File: config.mk
export PLATFORM = sky130hd
export DESIGN_NAME = unidad_busqueda
export DESIGN_NICKNAME = d
export VERILOG_FILES = /design/src/rtl/unidad_busqueda_pkg.sv /design/src/rtl/unidad_busqueda_registro_if_id.sv /design/src/rtl/unidad_busqueda.sv
export SDC_FILE = /design/constraint.sdc
export NUM_CORES = 1
export LEC_CHECK = 0
export BUFFER_PORTS_ARGS = -buffer_cell sky130_fd_sc_hd__buf_2
export CORE_ASPECT_RATIO = 0.8
export CORE_MARGIN = 3
export CORE_UTILIZATION = 28
export CTS_BUF_LIST = sky130_fd_sc_hd__clkbuf_4 sky130_fd_sc_hd__clkbuf_8
export DETAILED_ROUTE_END_ITERATION = 10
export PLACE_DENSITY = 0.47
export SLEW_MARGIN = 5
export SYNTH_ARGS = -nofsm -noshare
export SYNTH_HDL_FRONTEND = slang
export SYNTH_SLANG_ARGS = --single-unit
File: constraint.sdc
create_clock -name clk -period 7.5 [get_ports clk]
set_input_delay 1.5 -clock clk [delete_from_list [all_inputs] [get_ports clk]]
set_output_delay 1.5 -clock clk [all_outputs]
set_load 0.005 [all_outputs]
File: src/rtl/unidad_busqueda_pkg.sv
// Shared definitions for the instruction-fetch stage: FSM encoding, NOP word
// and the instruction field positions decoded for the control unit.
package unidad_busqueda_pkg;

   typedef enum logic [1:0] {
      S_IDLE = 2'd0,
      S_REQ  = 2'd1,
      S_HOLD = 2'd2,
      S_DROP = 2'd3
   } state_t;

   localparam logic [31:0] NOP = 32'h0000_0000;

   localparam int OP_HI = 31;
   localparam int OP_LO = 26;
   localparam int FN_HI = 5;
   localparam int FN_LO = 0;

endpackage

File: src/rtl/unidad_busqueda_registro_if_id.sv
// IF/ID pipeline register. Priority: squash > load > hold; with none asserted
// the stage takes a bubble (NOP, invalid) and keeps the last pc4.
module registro_if_id
   import unidad_busqueda_pkg::*;
(
   input  logic        clk_i,
   input  logic        rst_i,
   input  logic        load_i,
   input  logic        hold_i,
   input  logic        squash_i,
   input  logic [31:0] instr_i,
   input  logic [31:0] pc4_i,
   output logic        valid_o,
   output logic [31:0] instr_o,
   output logic [31:0] pc4_o
);

   logic        valid_q, valid_d;
   logic [31:0] instr_q, instr_d;
   logic [31:0] pc4_q, pc4_d;

   always_comb begin
      valid_d = valid_q;
      instr_d = instr_q;
      pc4_d   = pc4_q;
      if (squash_i) begin
         valid_d = 1'b0;
         instr_d = NOP;
      end else if (load_i) begin
         valid_d = 1'b1;
         instr_d = instr_i;
         pc4_d   = pc4_i;
      end else if (!hold_i) begin
         valid_d = 1'b0;
         instr_d = NOP;
      end
   end

   always_ff @(posedge clk_i or posedge rst_i) begin
      if (rst_i) begin
         valid_q <= 1'b0;
         instr_q <= NOP;
         pc4_q   <= 32'h0;
      end else begin
         valid_q <= valid_d;
         instr_q <= instr_d;
         pc4_q   <= pc4_d;
      end
   end

   assign valid_o = valid_q;
   assign instr_o = instr_q;
   assign pc4_o   = pc4_q;

endmodule

File: src/rtl/unidad_busqueda.sv
// Instruction-fetch stage: PC, req/ready handshake with instruction memory,
// stall buffering, branch redirect and the IF/ID register feeding decode.
module unidad_busqueda
   import unidad_busqueda_pkg::*;
#(
   parameter logic [31:0] RESET_PC = 32'h0000_0000,
   parameter logic [31:0] PC_STEP  = 32'd4
) (
   input  logic        clk,
   input  logic        reset,
   input  logic        stall,
   input  logic        branch_taken,
   input  logic [31:0] branch_target,
   output logic        imem_req,
   output logic [31:0] imem_addr,
   input  logic        imem_ready,
   input  logic [31:0] imem_rdata,
   output logic        if_id_valid,
   output logic [31:0] if_id_instr,
   output logic [31:0] if_id_pc4,
   output logic [5:0]  OpCode,
   output logic [5:0]  Funct,
   output state_t      dbg_state_o
);

   // Handshake: a request is live while imem_req=1; imem_addr does not change
   // until the cycle imem_ready=1, which completes it with imem_rdata valid.
   state_t      state_q, state_d;
   logic [31:0] pc_q, pc_d;
   logic [31:0] redir_q, redir_d;
   logic [31:0] buf_q, buf_d;
   logic        ld, hold, squash;
   logic [31:0] ld_instr;
   logic [31:0] tgt;
   logic [31:0] pc_next;

   assign tgt     = branch_target & ~32'h3;
   assign pc_next = pc_q + PC_STEP;

   always_ff @(posedge clk or posedge reset) begin
      if (reset) begin
         state_q <= S_IDLE;
         pc_q    <= RESET_PC;
         redir_q <= RESET_PC;
         buf_q   <= NOP;
      end else begin
         state_q <= state_d;
         pc_q    <= pc_d;
         redir_q <= redir_d;
         buf_q   <= buf_d;
      end
   end

   always_comb begin
      state_d  = state_q;
      pc_d     = pc_q;
      redir_d  = redir_q;
      buf_d    = buf_q;
      ld       = 1'b0;
      hold     = 1'b0;
      squash   = 1'b0;
      ld_instr = imem_rdata;
      unique case (state_q)
         S_IDLE: begin
            state_d = S_REQ;
            if (branch_taken) begin
               squash = 1'b1;
               pc_d   = tgt;
            end else begin
               hold = 1'b1;
            end
         end
         S_REQ: begin
            if (branch_taken) begin
               squash = 1'b1;
               if (imem_ready) begin
                  pc_d = tgt;
               end else begin
                  redir_d = tgt;
                  state_d = S_DROP;
               end
            end else if (imem_ready && !stall) begin
               ld   = 1'b1;
               pc_d = pc_next;
            end else if (imem_ready) begin
               buf_d   = imem_rdata;
               hold    = 1'b1;
               state_d = S_HOLD;
            end else if (stall) begin
               hold = 1'b1;
            end
         end
         S_HOLD: begin
            if (branch_taken) begin
               squash  = 1'b1;
               pc_d    = tgt;
               state_d = S_REQ;
            end else if (!stall) begin
               ld       = 1'b1;
               ld_instr = buf_q;
               pc_d     = pc_next;
               state_d  = S_REQ;
            end else begin
               hold = 1'b1;
            end
         end
         S_DROP: begin
            // Old request completes at the old pc; its data is thrown away.
            squash = 1'b1;
            if (branch_taken) redir_d = tgt;
            if (imem_ready) begin
               pc_d    = branch_taken ? tgt : redir_q;
               state_d = S_REQ;
            end
         end
         default: state_d = S_IDLE;
      endcase
   end

   always_comb begin
      imem_req    = (state_q == S_REQ) || (state_q == S_DROP);
      imem_addr   = pc_q;
      dbg_state_o = state_q;
   end

   registro_if_id u_if_id (
      .clk_i    (clk),
      .rst_i    (reset),
      .load_i   (ld),
      .hold_i   (hold),
      .squash_i (squash),
      .instr_i  (ld_instr),
      .pc4_i    (pc_next),
      .valid_o  (if_id_valid),
      .instr_o  (if_id_instr),
      .pc4_o    (if_id_pc4)
   );

   assign OpCode = if_id_instr[OP_HI:OP_LO];
   assign Funct  = if_id_instr[FN_HI:FN_LO];

endmodule

Word-level counts from Yosys, hierarchy flattened:

Index checks and enable logic that the tools add are counted.

* memories kept: 0
* RAM bits: 0
* bits in latches: 0
* output and inout bits: 112
* input bits: 69
* bits in read-only memories: 0
* bits in registers: 163

* shift operators: 0
* reduce and logical (&&, ||, !) cells: 11
* $add $sub $neg: 1
* mux-type cells: 43
* $mul: 0
* div/mod/pow operators: 0
* equality and inequality tests: 14
* order comparisons: 0
* bitwise gates (word level): 3

Operator list (number)
* 32-bit 2-to-1 mux: 16
* 32-bit case mux with 4 select lines: 1
* 32-bit case mux with 2 select lines: 1
* 32-bit by 3-bit adder with 32-bit output, second input constant: 1
* 3-bit inequality test, second input constant: 7
* 1-bit 2-to-1 mux: 14
* 2-bit 2-to-1 mux: 7
* 5-bit AND reduction: 2
* 2-bit inequality test, second input constant: 4
* 2-bit case mux with 4 select lines: 1
* 2-bit == test, second input constant: 2
* 1-bit case mux with 2 select lines: 2
* 4-bit AND reduction: 1
* 1-bit inverter: 3
* 1-bit case mux with 3 select lines: 1
* 3-bit AND reduction: 1
* 3-bit OR reduction: 1
* 2-bit by 1-bit == test with 1-bit output, second input constant: 1
* 2-bit logical NOT: 1
* 2-bit AND reduction: 1
* 2-bit nonzero test: 1
* 1-bit logical AND: 1
* 1-bit logical NOT: 1
* 1-bit logical OR: 1

Longest topological paths before layout:

Gate-level depths: netlist (run 1).

* depth in word-level cells: 8
* mapped depth: 10
* depth with buffers taken out: 7

By module:

A second synthesis (run 1) with hierarchy kept.

* cell total of the unflattened synthesis: 776
* area total of the unflattened synthesis: 8578.2 µm²

By module, submodules not included
* unidad_busqueda: area each 5796.8 µm², cells each 560, sequential area each 2452.4 µm², times used 1
* registro_if_id: area each 2781.4 µm², cells each 216, sequential area each 1626.6 µm², times used 1

Worst setup path before layout (run 1):

OpenSTA, ideal clock, no wires.

* path type: input to register
* start point: input port branch_taken
* end point: register u_if_id.pc4_q[2], in the netlist u_if_id.pc4_o[2]
* path buffers: 3
* arrival: 2.868 ns
* path slack: 4.555 ns
* stages: 7
* cell sequence: clkbuf_1 > nand2b_1 > clkbuf_1 > nor4_4 > clkbuf_1 > nor2_1 > a21oi_1

* cells in the longest elaborated chain, start to end: 4
* elaborated cells on any way between the ends: 7

RTL lines
* start, declared: line unidad_busqueda.sv:12 `input logic branch_taken,`
* 1-bit 2-to-1 mux: line unidad_busqueda.sv:66, unidad_busqueda.sv:74, unidad_busqueda.sv:94
* 1-bit case mux with 2 select lines: line unidad_busqueda.sv:63 `unique case (state_q)`
* 1-bit inverter (no source line)
* 2-bit AND reduction (no source line) *
* end signal, assigned: line unidad_busqueda_registro_if_id.sv:47 `pc4_q <= pc4_d;`
* end, declared: line unidad_busqueda_registro_if_id.sv:20 `logic [31:0] pc4_q, pc4_d;`

Mark *: on every way between the ends. The rest lies on a longest branch, timed or not.
A chain may end at the register's enable or synchronous reset.

Worst setup path in the final report (run 1):

* start point: register state_q[1], in the netlist dbg_state_o[1]
* end point: output port imem_req

* cells in the longest elaborated chain, start to end: 2
* elaborated cells on any way between the ends: 3

RTL lines
* start, declared: line unidad_busqueda.sv:28 `state_t state_q, state_d;`
* start signal, assigned: line unidad_busqueda.sv:47 `state_q <= state_d;`
* 2-bit by 1-bit == test with 1-bit output or 2-bit == test (tied branches): line unidad_busqueda.sv:121 `imem_req = (state_q == S_REQ) || (state_q == S_DROP);`
* 1-bit logical OR *: line unidad_busqueda.sv:121
* end, declared: line unidad_busqueda.sv:14 `output logic imem_req,`

Marked as above.

==> impl_metrics.json, run 1 <==
{
  "synth_top_family_by_area": "compound AO/OA/AOI/OAI gates",
  "h-tree-depth": 4,
  "area_growth_pct": 18.3,
  "required_ps": 6000,
  "regToRegSetupSlack_ps": 4250,
  "crit_chain": "ha_1 -> nor2_1 -> inv_1 -> buf_2",
  "grt_max_degree": 97,
  "critPathKind": "flop to output port",
  "yosys.area.top_type_share": 0.499,
  "seqPwrFrac": 0.425,
  "place_congestion": 0.750,
  "cellPowerDensity_nw_per_um2": 366,
  "drv_cap": 0,
  "postRouteAntennaNets": 0,
  "antenna_found_initial": 2,
  "seqCellArea_sq_um": 4080,
  "clockBufferDepth": 2,
  "netlist_instances": 795,
  "finalCritPeriodShare": 0.466,
  "final_area_sq_um": 9670,
  "tightestPinTransition_ps": 1140,
  "setup_viol": 0,
  "synth_compound_area_frac": 0.143,
  "dieArea_sq_um": 31300,
  "maxSlewViolCount": 0,
  "leakagePower_uw": 0.00430,
  "cts_buffers": 17,
  "combPwrFrac": 0.403,
  "async_flop_share": 1.00,
  "critPathMaxStageDelay_ps": 620,
  "synth-edff-count": 0,
  "synth_xor_area_frac": 0.0300,
  "clock_latency_ps": 480,
  "p_switching_uw": 1430,
  "drc": 0,
  "drt-total-wl_mm": 25.1,
  "status": "complete, no violations",
  "slew_headroom": 0.243,
  "core_area_sq_um": 28500,
  "cts_sinks": 163,
  "vias_per_cell": 4.90,
  "ys_ff_latch": 163,
  "ioPinCount": 181,
  "grt_pass1_wl_mm": 39.1,
  "start_kind": "flop",
  "intPower_uw": 2110,
  "synth-simple-area-share": 0.141,
  "worstReg2RegStart": "dbg_state_o[0]",
  "synth_area_leaders": "dfrtp_1 (50%), mux2_2 (8.8%), o21ai_0 (5.8%)",
  "synth-seq-area-share": 0.499,
  "dp_cells": 1285,
  "end_kind": "output port",
  "final_nets": 1010,
  "post-cts-setup-buffers": 0,
  "critical_path.slowest_cell": "ha_1",
  "cts_tree": "built",
  "fin_crit_ps": 3500,
  "clock.fmax_mhz": 286,
  "clockPowerShare": 0.171,
  "synthFlopType": "dfrtp_1",
  "placed_area_sq_um": 9320,
  "syn_nets": 871,
  "synth_area_sq_um": 8170,
  "initial_core_util": 0.287,
  "syn_area_per_cell_sq_um": 10.3,
  "cts-root-buf": "clkbuf_8",
  "yosys.area.top_type": "dfrtp_1",
  "r2r-end": "imem_addr[22]",
  "die_w_microns": 197,
  "rsz0062_at_grt": "false",
  "fillers": 3028,
  "hp-class": "flop to flop",
  "vias": 6453,
  "synthAdderAreaFrac": 0.0107,
  "hold_viol_final": 0,
  "first_iter_violations": 396,
  "cts-resized-gates": 0,
  "grt-ovfl-total": 0,
  "portBuffers": 178,
  "ys_types": 56,
  "layout_commonest_cell": "buf_2",
  "dpl.hpwl_mm": 16.8,
  "clock_skew_ps": 21.2,
  "track_usage": 0.161,
  "die_h_microns": 159,
  "synth.area.mux_share": 0.131,
  "crit_start": "dbg_state_o[1]",
  "path_max_fanout": 15,
  "grt_pass1_vias": 6423,
  "multi_input_area_sq_um": 3760,
  "rr_worst_depth": 7,
  "row_count": 55,
  "arrival_ps": 2000,
  "wl_per_cell_microns": 19.0,
  "diodes": 0,
  "final_cell_mix": "buf_2 (178), dfrtp_1 (163), o21ai_0 (95), nand2_1 (90), mux2_2 (64)",
  "finalNonFillerCells": 1317,
  "final_layout_size_suffix_gt1_frac": 0.322,
  "ys.warnings.count": 0,
  "vdd_drop_max_v": 0.000137,
  "setup-tns-final_ps": 0,
  "clk_pin_slew_ps": 90,
  "swShare": 0.404,
  "endpoint": "imem_req",
  "first_pass_iters": 5,
  "hold_buffers": 0
}
-- worst max-delay path, delay by kind of cell, from the launching register on --
family,cells,cell delay (ps)
adders and majority gates,1,620
DFF,1,420
and+or+nand+nor,1,230
buffers and inverters,2,250
-- final cells by class --
class / count / share of cell area
tap: 370 / 0.0479
clock inverter: 12 / 0.00867
timing repair buffer: 188 / 0.0999
multi-input combinational: 553 / 0.389
clock buffer: 20 / 0.0278
inverter: 11 / 0.00479
sequential: 163 / 0.422
-- worst min-delay path by stage --
stage	start	to	cells past startpoint
CTS	u_if_id.instr_o[19]	u_if_id.instr_o[19]	2
global route	u_if_id.pc4_o[26]	u_if_id.pc4_o[26]	2
detailed placement	u_if_id.pc4_o[3]	u_if_id.pc4_o[3]	2
global placement	u_if_id.instr_o[8]	u_if_id.instr_o[8]	2
finish	u_if_id.instr_o[22]	u_if_id.instr_o[22]	2
floorplan	redir_q[0]	redir_q[0]	1
-- sequential cells by signal, indices dropped and copies added, names as in the netlist --
signal / count
u_if_id.pc4_o: 32
dbg_state_o: 2
buf_q: 32
redir_q: 32
imem_addr: 32
u_if_id.instr_o: 32
u_if_id.valid_o: 1
-- per-layer routing --
metal | share of wire | up-vias | global-route usage
met4 | 0.0083 | 4 | 0.0343
met3 | 0.064 | 17 | 0.0505
met1 | 0.50 | 3145 | 0.230
met5 | 0.0011 | - | 0
li1 | - | 3108 | -
met2 | 0.43 | 179 | 0.240
-- synthesized netlist by cell type, types with 2 or more instances --
| cell type | number |
|---|---|
| a211oi_1 | 2 |
| a21oi_1 | 29 |
| a221o_1 | 3 |
| a221oi_1 | 5 |
| a222oi_1 | 4 |
| a22o_1 | 7 |
| a22oi_1 | 8 |
| a31oi_1 | 5 |
| and2_1 | 4 |
| and3_1 | 7 |
| and4_1 | 4 |
| buf_1 | 3 |
| buf_2 | 13 |
| buf_4 | 14 |
| clkbuf_1 | 38 |
| dfrtp_1 | 163 |
| ha_1 | 7 |
| inv_1 | 10 |
| mux2_2 | 64 |
| mux2i_1 | 35 |
| nand2_1 | 90 |
| nand2b_1 | 5 |
| nand3_1 | 15 |
| nand4_1 | 8 |
| nor2_1 | 50 |
| nor2b_1 | 5 |
| nor3_1 | 16 |
| nor3b_1 | 2 |
| nor4_1 | 4 |
| nor4_2 | 2 |
| nor4_4 | 4 |
| o211ai_1 | 3 |
| o21ai_0 | 95 |
| o21ai_1 | 3 |
| o2bb2ai_1 | 7 |
| o31a_1 | 7 |
| o32a_1 | 2 |
| or2_2 | 4 |
| or3_1 | 5 |
| xnor2_1 | 21 |
| xor2_1 | 7 |
-- cell families (layout without fill, tap and decap cells) --
kind of cell             count (synthesis)  count (layout)
AO/OA/AOI/OAI                          190             190
adder cells (fa/ha/maj)                  7               7
buffers and inverters                   79             231
multiplexers                            99              99
XOR/XNOR                                28              28
flip-flops                             163             163
AND/OR/NAND/NOR                        229             229
-- power groups by stage --
stage / registers [uW] / clock network, uW / logic [uW]
after floorplan: 1450 / 0 / 959
after detailed placement: 1520 / 0 / 1450
after CTS: 1510 / 634 / 1450
after global placement: 1510 / 0 / 1430
after global routing: 1560 / 664 / 1600
final: 1500 / 606 / 1430
-- metrics by stage --
stage / total power, uW / hold slack, ps / setup WS, ps / util
floorplan: 2410 / 453 / 1600 / -
global placement: 2940 / 457 / 3630 / 0.327
detailed placement: 2970 / 459 / 3640 / 0.327
CTS: 3590 / 485 / 3940 / 0.339
global route: 3820 / 500 / 3820 / 0.339
finish: 3540 / 479 / 4010 / 0.339
Power figures use the tool's default switching activity.
==> inputs of run 2 (changes only) <==
--- a/config.mk
+++ b/config.mk
@@ -5,13 +5,14 @@
 export SDC_FILE = /design/constraint.sdc
 export NUM_CORES = 1
 export LEC_CHECK = 0
+export ABC_AREA = 1
 export BUFFER_PORTS_ARGS = -buffer_cell sky130_fd_sc_hd__buf_2
 export CORE_ASPECT_RATIO = 0.8
 export CORE_MARGIN = 3
 export CORE_UTILIZATION = 28
 export CTS_BUF_LIST = sky130_fd_sc_hd__clkbuf_4 sky130_fd_sc_hd__clkbuf_8
 export DETAILED_ROUTE_END_ITERATION = 10
-export PLACE_DENSITY = 0.47
+export PLACE_DENSITY = 0.48
 export SLEW_MARGIN = 5
 export SYNTH_ARGS = -nofsm -noshare
 export SYNTH_HDL_FRONTEND = slang
==> constraint.sdc (replaced) <==
create_clock -name clk -period 3 [get_ports clk]
set_input_delay 0.6 -clock clk [delete_from_list [all_inputs] [get_ports clk]]
set_output_delay 0.6 -clock clk [all_outputs]
set_load 0.005 [all_outputs]
==> run 2 against run 1 <==
  * Clock skew shrank 2.2 ps
  * Largest cell class unchanged
  * Critical endpoint is now u_if_id.pc4_o[17]
  * Combinational power increased to 2.8 times the previous value
  * Critical path depth rose by 5
  * Routed wire length is 7.8% higher
==> impl_metrics.json, run 2 <==
{
  "ioPinCount": 181,
  "hold_buffers": 0,
  "start_kind": "flop",
  "track_usage": 0.167,
  "setup_viol": 0,
  "grt_max_degree": 87,
  "cts_sinks": 163,
  "setup-tns-final_ps": 0,
  "synth_common_cells": "nand2_1 (382), dfrtp_1 (163), inv_1 (155), o21ai_0 (118), nand3_1 (49)",
  "die_h_microns": 162,
  "die_w_microns": 201,
  "leakagePower_uw": 0.00542,
  "clk_pin_slew_ps": 90,
  "grt-ovfl-total": 0,
  "final_layout_size_suffix_gt1_frac": 0.200,
  "fin_hold_ws_ps": 214,
  "dieArea_sq_um": 32600,
  "vias": 7602,
  "final_area_sq_um": 10200,
  "cts_tree": "built",
  "arrival_ps": 2520,
  "final_cell_mix": "nand2_1 (381), buf_2 (178), dfrtp_1 (163), inv_1 (154), o21ai_0 (118)",
  "critPathKind": "flop to flop",
  "final_nets": 1356,
  "ys.warnings.count": 0,
  "clockBufferDepth": 2,
  "ys_types": 29,
  "wl_per_cell_microns": 15.9,
  "yosys.area.top_type": "dfrtp_1",
  "cts_buffers": 17,
  "placed_area_sq_um": 9790,
  "hp-class": "primary input to asynchronous set/reset pin",
  "synth-seq-area-share": 0.478,
  "fin_crit_ps": 2160,
  "synth-simple-area-share": 0.246,
  "rsz0062_at_grt": "false",
  "drt-total-wl_mm": 27.0,
  "netlist_instances": 1129,
  "vdd_drop_max_v": 0.000351,
  "cts-resized-gates": 0,
  "maxSlewViolCount": 0,
  "synth_area_sq_um": 8530,
  "end_kind": "flop",
  "clock.fmax_mhz": 463,
  "critPathMaxStageDelay_ps": 420,
  "synth.most_common_cell": "nand2_1",
  "dpl.hpwl_mm": 19.7,
  "critical_path.slowest_cell": "dfrtp_1",
  "antenna_found_initial": 1,
  "crit_top_cell": "inv_1",
  "row_count": 56,
  "initial_core_util": 0.288,
  "synth_top_family_by_area": "simple AND/OR/NAND/NOR gates",
  "cts-root-buf": "clkbuf_8",
  "syn_area_per_cell_sq_um": 7.55,
  "h-tree-depth": 4,
  "post-cts-setup-buffers": 0,
  "first_iter_violations": 605,
  "first_pass_iters": 5,
  "yosys.area.top_type_share": 0.478,
  "clock_skew_ps": 19.0,
  "cellPowerDensity_nw_per_um2": 923,
  "syn_nets": 1205,
  "diodes": 0,
  "finalCritPeriodShare": 0.720,
  "synth_xor_area_frac": 0.00514,
  "synth_compound_area_frac": 0.149,
  "synth_area_leaders": "dfrtp_1 (48%), nand2_1 (17%), o21ai_0 (6.9%)",
  "portBuffers": 178,
  "postRouteAntennaNets": 0,
  "synthFlopType": "dfrtp_1",
  "area_growth_pct": 19.2,
  "grt_pass1_wl_mm": 42.3,
  "layout_commonest_cell": "nand2_1",
  "drc": 0,
  "crit_chain": "inv_1 -> ha_1 -> inv_1 -> nor2_1 -> o211ai_1 -> nor2_2 -> buf_4 -> nand3_1 -> o21a_1",
  "slew_headroom": 0.619,
  "vias_per_cell": 4.47,
  "ys_ff_latch": 163,
  "core_area_sq_um": 29600,
  "required_ps": 3360,
  "hold_viol_final": 0,
  "synth.area.mux_share": 0,
  "synthAdderAreaFrac": 0.0103,
  "synth-edff-count": 0,
  "grt_pass1_vias": 7065,
  "tightestPinTransition_ps": 571,
  "place_congestion": 0.871,
  "status": "complete, no violations",
  "path_max_fanout": 37,
  "async_flop_share": 1.00,
  "clock_latency_ps": 470,
  "fillers": 3236,
  "drv_cap": 0
}
==> run 2: worst paths after layout <==
check / to / cells past startpoint / from / slack (ps)
max: u_if_id.pc4_o[17] / 9 / dbg_state_o[0] / 840
min: buf_q[7] / 3 / reset / 210
max reg2reg: u_if_id.pc4_o[17] / 9 / dbg_state_o[0] / 840
min reg2reg: redir_q[1] / 2 / redir_q[1] / 470
max in group asynchronous: u_if_id.pc4_o[16] / 3 / reset / 2300
min in group clk: buf_q[27] / 3 / imem_rdata[27] / 390
==> run 2: area by class of cell <==
class | instances | area [sq um] | area share
clock buffers | 21 | 270 | 0.0266
clock inverters | 11 | 105 | 0.0103
inverters | 161 | 608 | 0.0598
multi-input cells | 742 | 3500 | 0.344
flip-flops and latches | 163 | 4080 | 0.401
well taps | 406 | 508 | 0.0500
repair buffers | 195 | 1090 | 0.108
==> run 2: kinds of logic after synthesis <==
family                   count (synthesis)
AND/OR/NAND/NOR                        503
adder cells (fa/ha/maj)                  7
XOR/XNOR                                 5
buffers and inverters                  224
flip-flops                             163
AO/OA/AOI/OAI                          227
==> run 2: worst max-delay path, delay by kind of cell (launching register included) <==
family | cells | cell delay (ps)
buffers and inverters | 3 | 540
and+or+nand+nor | 3 | 470
DFF | 1 | 420
adders and majority gates | 1 | 310
AOI/OAI and AO/OA | 2 | 280
==> run 2: routing by layer <==
layer  track usage  vias up  wire, microns
li1              -     3862              -
met1         0.256     3545          14200
met2         0.244      171          11300
met3        0.0297       22           1070
met4        0.0380        2            356
met5             0        -             13
==> run 2: per-stage QoR <==
step / utilization / setup WS [ps] / total power, uW / cells
finish: 0.343 / 841 / 9380 / 1699
global route: 0.343 / 637 / 10300 / 1699
CTS: 0.343 / 827 / 9480 / 1699
detailed placement: 0.330 / 693 / 7860 / 1667
global placement: 0.330 / 686 / 7810 / 1667
floorplan: - / 329 / 6240 / 1129
==> run 2: report_power, final <==
group	internal, uW	switching [uW]
clock network	709	865
logic	1490	2570
registers	3030	718
total	5230	4150
